===== config.mk =====
export PLATFORM = sky130hd
export DESIGN_NAME = pll_lock_reset_sequencer
export DESIGN_NICKNAME = d
export VERILOG_FILES = /design/src/rtl/pll_lock_reset_sequencer.sv
export SDC_FILE = /design/constraint.sdc
export NUM_CORES = 1
export LEC_CHECK = 0
export BUFFER_PORTS_ARGS = -buffer_cell sky130_fd_sc_hd__buf_2
export CORE_MARGIN = 1
export CORE_UTILIZATION = 50
export CTS_CLUSTER_SIZE = 16
export DETAILED_ROUTE_END_ITERATION = 12
export MAX_ROUTING_LAYER = met4
export PLACE_DENSITY_LB_ADDON = 0.08
export SLEW_MARGIN = 5
export SYNTH_ARGS = -nofsm -noshare
export SYNTH_HDL_FRONTEND = slang
export SYNTH_SLANG_ARGS = --single-unit

===== constraint.sdc =====
create_clock -name i_clock -period 2.3 [get_ports i_clock]
set_input_delay 0.23 -clock i_clock [delete_from_list [all_inputs] [get_ports i_clock]]
set_output_delay 0.23 -clock i_clock [all_outputs]
set_load 0.01 [all_outputs]

===== src/rtl/pll_lock_reset_sequencer.sv =====
// Turns the raw, asynchronous PLL lock into a debounced active-high design reset
// in the PLL output clock domain, re-sequencing on qualified lock loss or soft request.
module pll_lock_reset_sequencer #(
    parameter int SYNC_STAGES   = 2,
    parameter int STABLE_CYCLES = 1024,
    parameter int HOLD_CYCLES   = 16,
    parameter int GLITCH_CYCLES = 4,
    parameter int CNT_W         = 16
) (
    input  logic       i_clock,
    input  logic       i_resetn,
    input  logic       i_locked,
    input  logic       i_soft_req,
    output logic       o_rst_out,
    output logic       o_ready,
    output logic [7:0] o_lock_loss_cnt
);

    localparam int MAX_CYCLES =
        (STABLE_CYCLES > HOLD_CYCLES)
            ? ((STABLE_CYCLES > GLITCH_CYCLES) ? STABLE_CYCLES : GLITCH_CYCLES)
            : ((HOLD_CYCLES > GLITCH_CYCLES) ? HOLD_CYCLES : GLITCH_CYCLES);

    // Out-of-range parameters stop elaboration rather than building a broken sequencer.
    if (SYNC_STAGES < 2) begin : g_bad_sync
        $error("SYNC_STAGES must be >= 2");
    end
    if (STABLE_CYCLES < 1 || HOLD_CYCLES < 1 || GLITCH_CYCLES < 1) begin : g_bad_cycles
        $error("STABLE_CYCLES, HOLD_CYCLES and GLITCH_CYCLES must be >= 1");
    end
    if (CNT_W < 1 || (CNT_W < 31 && MAX_CYCLES >= (32'sd1 << CNT_W))) begin : g_bad_cnt_w
        $error("CNT_W too narrow for the largest cycle count");
    end

    localparam logic [CNT_W-1:0] CNT_ZERO    = {CNT_W{1'b0}};
    localparam logic [CNT_W-1:0] CNT_ONE     = CNT_W'(1);
    localparam logic [CNT_W-1:0] STABLE_LAST = CNT_W'(STABLE_CYCLES - 1);
    localparam logic [CNT_W-1:0] HOLD_LAST   = CNT_W'(HOLD_CYCLES - 1);
    localparam logic [CNT_W-1:0] GLITCH_LAST = CNT_W'(GLITCH_CYCLES - 1);

    typedef enum logic [1:0] {
        ST_WAIT_LOCK = 2'd0,
        ST_STABLE    = 2'd1,
        ST_HOLD      = 2'd2,
        ST_RUN       = 2'd3
    } state_t;

    logic [SYNC_STAGES-1:0] r_sync;
    state_t                 r_state;
    logic [CNT_W-1:0]       r_cnt;

    state_t                 w_state_nxt;
    logic [CNT_W-1:0]       w_cnt_nxt;
    logic                   w_loss;
    logic                   w_lock_s;

    assign w_lock_s = r_sync[SYNC_STAGES-1];

    // Next-state and phase-counter decode; in RUN the counter measures the current low run.
    always_comb begin
        w_state_nxt = r_state;
        w_cnt_nxt   = r_cnt;
        w_loss      = 1'b0;
        case (r_state)
            ST_WAIT_LOCK: begin
                w_cnt_nxt = CNT_ZERO;
                if (w_lock_s) begin
                    w_state_nxt = ST_STABLE;
                end else begin
                    w_state_nxt = ST_WAIT_LOCK;
                end
            end
            ST_STABLE: begin
                if (!w_lock_s) begin
                    w_state_nxt = ST_WAIT_LOCK;
                    w_cnt_nxt   = CNT_ZERO;
                end else if (r_cnt == STABLE_LAST) begin
                    w_state_nxt = ST_HOLD;
                    w_cnt_nxt   = CNT_ZERO;
                end else begin
                    w_cnt_nxt = r_cnt + CNT_ONE;
                end
            end
            ST_HOLD: begin
                if (!w_lock_s) begin
                    w_state_nxt = ST_WAIT_LOCK;
                    w_cnt_nxt   = CNT_ZERO;
                end else if (r_cnt == HOLD_LAST) begin
                    w_state_nxt = ST_RUN;
                    w_cnt_nxt   = CNT_ZERO;
                end else begin
                    w_cnt_nxt = r_cnt + CNT_ONE;
                end
            end
            ST_RUN: begin
                // A qualifying loss outranks a simultaneous soft request.
                if (!w_lock_s && (r_cnt == GLITCH_LAST)) begin
                    w_state_nxt = ST_WAIT_LOCK;
                    w_cnt_nxt   = CNT_ZERO;
                    w_loss      = 1'b1;
                end else if (i_soft_req) begin
                    w_state_nxt = ST_HOLD;
                    w_cnt_nxt   = CNT_ZERO;
                end else if (!w_lock_s) begin
                    w_cnt_nxt = r_cnt + CNT_ONE;
                end else begin
                    w_cnt_nxt = CNT_ZERO;
                end
            end
            default: begin
                w_state_nxt = ST_WAIT_LOCK;
                w_cnt_nxt   = CNT_ZERO;
            end
        endcase
    end

    // Synchronizer, state, counters and outputs; outputs decode the next state so they stay glitch-free.
    always_ff @(posedge i_clock) begin
        if (!i_resetn) begin
            r_sync          <= {SYNC_STAGES{1'b0}};
            r_state         <= ST_WAIT_LOCK;
            r_cnt           <= CNT_ZERO;
            o_rst_out       <= 1'b1;
            o_ready         <= 1'b0;
            o_lock_loss_cnt <= 8'd0;
        end else begin
            r_sync    <= {r_sync[SYNC_STAGES-2:0], i_locked};
            r_state   <= w_state_nxt;
            r_cnt     <= w_cnt_nxt;
            o_rst_out <= (w_state_nxt != ST_RUN);
            o_ready   <= (w_state_nxt == ST_RUN);
            if (w_loss && (o_lock_loss_cnt != 8'hFF)) begin
                o_lock_loss_cnt <= o_lock_loss_cnt + 8'd1;
            end else begin
                o_lock_loss_cnt <= o_lock_loss_cnt;
            end
        end
    end

endmodule


==> results of run 1 <==
-- timing repair --
item | CTS | global route
resized for setup | 0 | 1
buffers inserted | 0 | 0
setup endpoints to repair | 0 | 2
-- layer usage --
metal | wire length (µm) | vias up
met5 | 0 | -
met4 | 58 | 0
met2 | 1423 | 29
met1 | 1538 | 605
met3 | 156 | 6
li1 | - | 649
-- state kept, by name, indices dropped and copies added, names as in the netlist --
name             count
o_rst_out            1
r_cnt               16
o_ready              1
o_lock_loss_cnt      8
r_sync               2
r_state              2
-- power groups by stage --
stage / Combinational, mW / Clock, mW / Sequential [mW]
3_3_place_gp: 0.0138 / 0 / 0.536
4_1_cts: 0.0140 / 0.422 / 0.523
2_1_floorplan: 0.00954 / 0 / 0.535
6_report: 0.0143 / 0.416 / 0.523
5_1_grt: 0.0160 / 0.448 / 0.524
3_5_place_dp: 0.0141 / 0 / 0.535
-- synth_stat cells (5+ instances only) --
master,count,share of area (%)
sky130_fd_sc_hd__dfxtp_1,30,40
sky130_fd_sc_hd__a21oi_1,18,6.1
sky130_fd_sc_hd__nand3_1,11,3.7
sky130_fd_sc_hd__nand4_1,9,3.8
sky130_fd_sc_hd__xor2_1,8,4.7
sky130_fd_sc_hd__nand2_1,7,1.8
sky130_fd_sc_hd__o31ai_1,6,3.0
sky130_fd_sc_hd__or4_1,6,3.0
sky130_fd_sc_hd__a22oi_1,5,2.5
sky130_fd_sc_hd__and3_1,5,2.1
sky130_fd_sc_hd__and4_1,5,2.9
sky130_fd_sc_hd__buf_2,5,1.7
sky130_fd_sc_hd__or3_1,5,2.1
-- cell type report --
cell class	count	area, µm²	area share [%]
multi-input cells	118	838.3	50.80
flip-flops and latches	30	600.6	36.39
repair buffers	15	80.08	4.852
clock inverters	3	40.04	2.426
well taps	31	38.79	2.350
clock buffers	5	37.54	2.274
inverters	4	15.01	0.9098
-- through the flow --
step	setup WS (ps)	util, %
floorplan	563.2	-
global placement	312.3	56.23
detailed placement	203.5	56.23
CTS	161.5	59.02
global route	63.69	59.33
finish	223.5	59.33
-- cell families after synthesis --
logic type | count (synthesis) | share of synthesized area, %
simple gates | 63 | 28.89
fa+ha+maj | 2 | 1.685
flops | 30 | 40.44
buf+inv | 13 | 3.706
xor+xnor | 10 | 5.898
compound gates | 42 | 18.70
mux | 1 | 0.6740
-- path summary, 6_finish.rpt --
check                               start                  to  cells past startpoint
worst max-delay path             r_cnt[0]  o_lock_loss_cnt[7]                      5
worst min-delay path             i_locked           r_sync[0]                      2
worst min register to register  r_sync[0]           r_sync[1]                      1
worst max register to register   r_cnt[0]  o_lock_loss_cnt[7]                      5
-- critical path, delay by kind of cell, from the launching register on --
| kind | cells | cell delay, ps |
|---|---|---|
| fa+ha+maj | 1 | 240 |
| flops | 1 | 400 |
| compound gates | 1 | 170 |
| simple gates | 3 | 1190 |
==> impl_summary.md, run 1 <==
Power and ir drop
The reported net switching power is 201.4 µW. The fraction of power spent switching nets is 21.11%. The clock share of power is 43.6%. The combinational cell fraction of total power is 1.5%. For this design the ratio of total power to cell area is 577.9 nW/µm².

Across the VDD grid, the largest voltage drop is 0.5135 mV. The leakage component of the power is 0.5627 nW. The sequential share of power is 54.9%. Total power for the finished layout comes to 953.8 µW. Internal power comes to 752.4 µW.

Critical path
The critical path is of the flip-flop to flip-flop type. In this design, the stage delay of the slowest critical-path cell is 570 ps. The kind of launch point of the worst setup path is a flip-flop. Along the worst path, the maximum fanout reaches 16.

The data arrival time of the critical path is 2340 ps. STA puts the critical path data required time at 2560 ps. The worst setup path is captured at a flip-flop. For flop-to-flop paths, the worst setup slack is 220 ps. The critical path's slowest cell is sky130_fd_sc_hd__or4_1. The critical path goes through ha_1 -> nor4b_2 -> nand4_4 -> or4_1 -> a21oi_1.

Place
Once placement completed, the tool counted placed cells totaling 198. The final weighted congestion in routability-driven placement is 0.8380. The HPWL after detailed placement is 2.198 mm. Summing all placed instances gives a cell area of 1564 µm².

In this run the tool buffered the top-level ports with 13 buffer cells.

CTS
The H-tree depth reported by CTS is 2. For the worst-skew pair, the clock arrives at the later sink with an insertion delay of 340 ps. TritonCTS built the clock tree. The clock passes through at most 2 buffers. The tree built by TritonCTS fans out to 30 sinks.

Clock-pin slew was measured on the worst setup and hold paths at 110 ps. Buffers inserted to repair hold after CTS numbered 0. The TritonCTS buffer count is 5. The tree is rooted in a sky130_fd_sc_hd__clkbuf_4.

Timing
The clock skew is 15.46 ps. The time the worst path needs with I/O delays and setup is 2077 ps. Setup repair after global routing left no endpoint under its margin. The count of final max-slew check failures is 0.

The worst slew slack as a fraction of its limit is 68.58%. Final hold analysis gives a worst-case slack of 83.34 ps. The fmax is 481.6 MHz. The setup-violating endpoint count in the final report is 0. For the pin with the worst max-slew slack, the measured transition is 467.5 ps. The number of hold-slack violations in the final timing report is 0. The share of the clock period used by the worst path is 90.28%. The final total negative setup slack is 0 ps.

Global route
The met1 layer usage reported by global route is 28.74%. For this run, global-route usage on met3 was measured as 6.912%. Global routing consumed, over all layers together, 22.14% of the routing resources. The number of global-route vias before repair is 1,100. The aggregate global routing overflow is 0. The initial antenna violation count is 0. The first-pass GRT wire length is 5.195 mm. The pin count of the biggest net entering global routing is 17. Global routing used 31.26% of the available met2 tracks. met2 is the most crowded layer.

Final layout
With fillers left out, the area of the finished cells amounts to 1650 µm². In the final design database the tool counted 180 nets. The area growth from synthesis to final layout is 11.12%. The most frequent standard cell in the layout excluding fill and tap cells is sky130_fd_sc_hd__dfxtp_1. The number of inserted diodes is 0. In the layout the commonest cells are 30 x sky130_fd_sc_hd__dfxtp_1, 18 x sky130_fd_sc_hd__a21oi_1, 13 x sky130_fd_sc_hd__buf_2, 11 x sky130_fd_sc_hd__nand3_1, 9 x sky130_fd_sc_hd__nand4_1. The final cell count without fillers is 206. Cells with a size suffix above 1 make up 17.14% of the layout.

The layout has 251 filler cells.

Logic synthesis
The cell count after synthesis came out at 161. The synthesized design contains 30 register bits. The register area share after synthesis is 40.44%. Summing every instance area after synthesis gives 1485 µm². The number of nets handed over by synthesis was 167. The post-synthesis cell type count is 38. The count of flip-flops with a built-in enable after synthesis is 0. Averaged over all synthesized cells, the footprint is 9.225 µm².

Among all flip-flop cells after synthesis, the most frequent one is sky130_fd_sc_hd__dfxtp_1. For this run, asynchronously set or reset flops after synthesis account for 0%. The number of synthesis warnings is 0.

Flow run
The tool flagged a number of max-cap violations equal to 0.

Route
The via count is 1,289. The residual DRC count is 0. Using the TritonRoute via totals, the vias-per-cell ratio works out to 6.257. The detail route stage leaves a number of antenna-violating nets equal to 0.

The post-detailed-routing wire length is 3.176 mm. The average routed wire per standard cell is 15.42 µm. The detailed router finished its first iteration with 50 violations. The first detailed-routing pass took 4 iterations.

Status
The run finished with clean final reports.

Floorplan
Once the floorplan was initialized, standard cells occupied 53.40% of the core. The die extent in x is 56.50 µm. In this run the standard cell core region covers 2781 µm².

The vertical die dimension is 56.50 µm. The row count is 19. The floorplan step defined a die boundary enclosing 3192 µm².

14 I/O pins were placed.

Hold path
The classification of the worst-slack hold path is primary input to flip-flop.
Power figures use the tool's default switching activity.
==> inputs of run 2 (changes only) <==
--- a/config.mk
+++ b/config.mk
@@ -11,7 +11,7 @@
 export CTS_CLUSTER_SIZE = 16
 export DETAILED_ROUTE_END_ITERATION = 12
 export MAX_ROUTING_LAYER = met4
-export PLACE_DENSITY_LB_ADDON = 0.08
+export PLACE_DENSITY = 0.69
 export SLEW_MARGIN = 5
 export SYNTH_ARGS = -nofsm -noshare
 export SYNTH_HDL_FRONTEND = slang
==> run 2 against run 1 <==
Register-to-register slack hardly changed. Worst setup slack improved by 1.7 ps. Total power shrank 2.8%. Die area unchanged. Routed wire length down 0.94%. Global-route usage hardly changed. Worst hold slack better by 30 ps. Maximum frequency about the same. Clock power is 6.5% lower. Via count increased by 2.8%. Critical path type unchanged.
==> impl_summary.md, run 2 (same netlist as run 1, synthesis figures left out) <==
Status
Outcome: finished clean (unchanged).

CTS
The clock root buffer is sky130_fd_sc_hd__clkbuf_4 (unchanged). The largest buffer count on any clock path is 2 (unchanged). The CTS sink count is 30 (unchanged). The TritonCTS buffer count is 5 (unchanged).

The number of hold buffers added after cts is 0 (unchanged). The TritonCTS clock tree is done (unchanged). The number of resized instances in the post-cts repair step is 0 (unchanged). The CTS clock-pin slew for the worst setup and hold paths is 100 ps (was 110 ps). The number of setup buffers added after CTS is 0 (unchanged). The clock insertion delay at the later pin of the skew report is 340 ps (about the same). The H-tree depth reported by CTS is 2 (unchanged).

Power and ir drop
The reported net switching power was 191.3 µW (was 201.4 µW). The clock share of power is 42.0% (was 43.6%). The maximum VDD drop is 0.4728 mV (was 0.5135 mV). The sequential share of power is 56.5% (was 54.9%).

The leakage component of the power is 0.5623 nW (was 0.5627 nW). The areal power density over the cells is 561.4 nW/µm² (was 577.9 nW/µm²). The combinational cell fraction of total power is 1.5% (about the same).

The overall power of the completed layout is 927.2 µW (was 953.8 µW). The fraction of power spent switching nets is 20.63% (was 21.11%). The cell internal power dissipation is 736.0 µW (was 752.4 µW).

Route
The highest routing layer actually used is met4 (unchanged). The post-detailed-routing wire length is 3.146 mm (was 3.176 mm). The detailed-routed wire length on met2 is 1.481 mm (was 1.423 mm). The routed length on met1 came to 1.457 mm (was 1.538 mm).

The number of DRC markers in iteration 0 is 38 (was 50). The met3 wire length is 128 µm (was 156 µm). The number of nets with antenna violations after detailed routing is 0 (unchanged). The residual DRC count came to 0 (unchanged). The via count was 1,325 (was 1,289). The via density per instance is 6.432 (was 6.257). The first-pass iteration count of the detailed router is 4 (unchanged). The average routed wire per standard cell is 15.27 µm (was 15.42 µm).

Hold path
The classification of the worst-slack hold path is primary input to flip-flop (unchanged). The startpoint of the tightest hold check path was i_locked (unchanged).

Final layout
Highest-count cells in the layout ignoring fill and taps: 30 x sky130_fd_sc_hd__dfxtp_1, 18 x sky130_fd_sc_hd__a21oi_1, 13 x sky130_fd_sc_hd__buf_2, 11 x sky130_fd_sc_hd__nand3_1, 9 x sky130_fd_sc_hd__nand4_1 (unchanged). The most frequent standard cell in the layout excluding fill and tap cells is sky130_fd_sc_hd__dfxtp_1 (unchanged). The layout cell share with drive strength beyond 1 came to 17.14% (unchanged). The area growth from synthesis to final layout is 11.20% (was 11.12%). The number of nets in the layout is 180 (unchanged).

The multi-input combinational cell area is 838.3 µm² (unchanged). The area of all sequential standard cells came to 600.6 µm² (unchanged). The total of fill cells in the finished design is 257 (was 251). Biggest registers after layout: r_cnt: 16 flops, o_lock_loss_cnt: 8 flops (unchanged). The final cell area excluding filler cells is 1652 µm² (was 1650 µm²). The number of inserted diodes is 0 (unchanged). The number of flip-flops in the largest register is 16 (unchanged). The top register by number of flip-flops is r_cnt (unchanged).

Place
The instance area after placement is 1564 µm² (unchanged). The placed wire-length estimate is 2.222 mm (was 2.198 mm). The number of buffer cells added on primary ports is 13 (unchanged).

The worst slack after detailed placement was 210.6 ps (was 203.5 ps). The final weighted congestion in routability-driven placement was 0.8035 (was 0.8380).

Critical path
Worst-path cell chain: ha_1 -> nor4b_2 -> nand4_4 -> or4_1 -> a21oi_1 (unchanged). The cell family with the largest share of critical-path delay is simple AND/OR/NAND/NOR gates (unchanged). The maximum single-stage delay on the critical path is 580 ps (was 570 ps). The beginning of the worst register-to-register path is r_cnt[0] (unchanged). The number of buffer and inverter stages on the critical path was 0 (unchanged).

The critical path's slowest cell is sky130_fd_sc_hd__or4_1 (unchanged). The highest net fanout along the worst path is 16 (unchanged). The kind of launch point of the worst setup path is a flip-flop (unchanged). The data arrival time of the critical path is 2340 ps (about the same). The data required time at the worst endpoint came to 2570 ps (was 2560 ps). The category of the most critical setup path is flip-flop to flip-flop (unchanged). The critical path launch point is r_cnt[0] (unchanged).

The endpoint class of the critical path is a flip-flop (unchanged).

Timing
The time the worst path needs with I/O delays and setup is 2075 ps (was 2077 ps). The post-route worst setup slack is 225.2 ps (was 223.5 ps). The clock skew is 11.83 ps (was 15.46 ps).

Setup repair after global routing missed its margin: no (unchanged). The final total negative setup slack is 0 ps (unchanged). The actual transition at the worst max-transition pin was 468.0 ps (was 467.5 ps). The fmax is 482.0 MHz (was 481.6 MHz). The setup-violating endpoint count in the final report is 0 (unchanged). The share of the clock period used by the worst path is 90.21% (was 90.28%). The count of final max-slew check failures came to 0 (unchanged). The worst slew slack as a fraction of its limit was 68.54% (was 68.58%). The number of hold-slack violations in the final timing report is 0 (unchanged).

Global route
The initial antenna violation count is 0 (unchanged). The first-pass GRT wire length is 5.437 mm (was 5.195 mm). The pin count of the biggest net entering global routing is 17 (unchanged). The number of global-route vias before repair came to 1,229 (was 1,100). The total routing usage reported by global routing came to 22.11% (was 22.14%).

The aggregate global routing overflow came to 0 (unchanged).

Floorplan
The vertical die dimension is 56.50 µm (unchanged). The core footprint was 2781 µm² (unchanged). The number of top-level design ports came to 14 (unchanged). The full die area was 3192 µm² (unchanged).

The die extent in x is 56.50 µm (unchanged). The row count was 19 (unchanged). The effective utilization at floorplan is 53.40% (unchanged).

Flow run
The number of max-cap violations is 0 (unchanged).
-- run 2: cell count changes in the layout (fill, tap and decap cells not counted), sizes merged --
cell    delta
clkbuf     +3
clkinv     -2
bufinv     -1
-- run 2: final timing paths --
check,slack [ps],end,cells past startpoint
worst max register to register,230,o_lock_loss_cnt[3],5
worst min-delay path,110,r_sync[0],2
worst max-delay path,230,o_lock_loss_cnt[3],5
worst min register to register,450,r_sync[1],1
-- run 2: layout make-up --
| type | instances | area share, % |
|---|---|---|
| timing repair buffer | 15 | 4.848 |
| clock buffer | 8 | 4.773 |
| inverter | 4 | 0.9091 |
| tap | 31 | 2.348 |
| multi-input combinational | 118 | 50.76 |
| sequential | 30 | 36.36 |
-- run 2: power groups by stage --
stage          combinational (mW)  clock [mW]  sequential (mW)
3_5_place_dp               0.0142           0            0.536
4_1_cts                    0.0143       0.395            0.524
2_1_floorplan             0.00954           0            0.535
3_3_place_gp               0.0138           0            0.536
6_report                   0.0141       0.389            0.524
5_1_grt                    0.0155       0.416            0.524
-- run 2: through the flow --
step | hold slack, ps | instances | utilization (%)
final | 113.3 | 206 | 59.38
after global routing | 101.1 | 206 | 59.38
after CTS | 104.7 | 206 | 59.06
after detailed placement | 426.8 | 198 | 56.23
after global placement | 422.9 | 198 | 56.23
after floorplan | 357.3 | 161 | -
-- run 2: per-layer routing --
metal  up-vias  GRT usage (%)
li1        651              -
met1       637          26.16
met2        25          33.95
met3        12          7.373
met4         0          10.10
met5         -              -
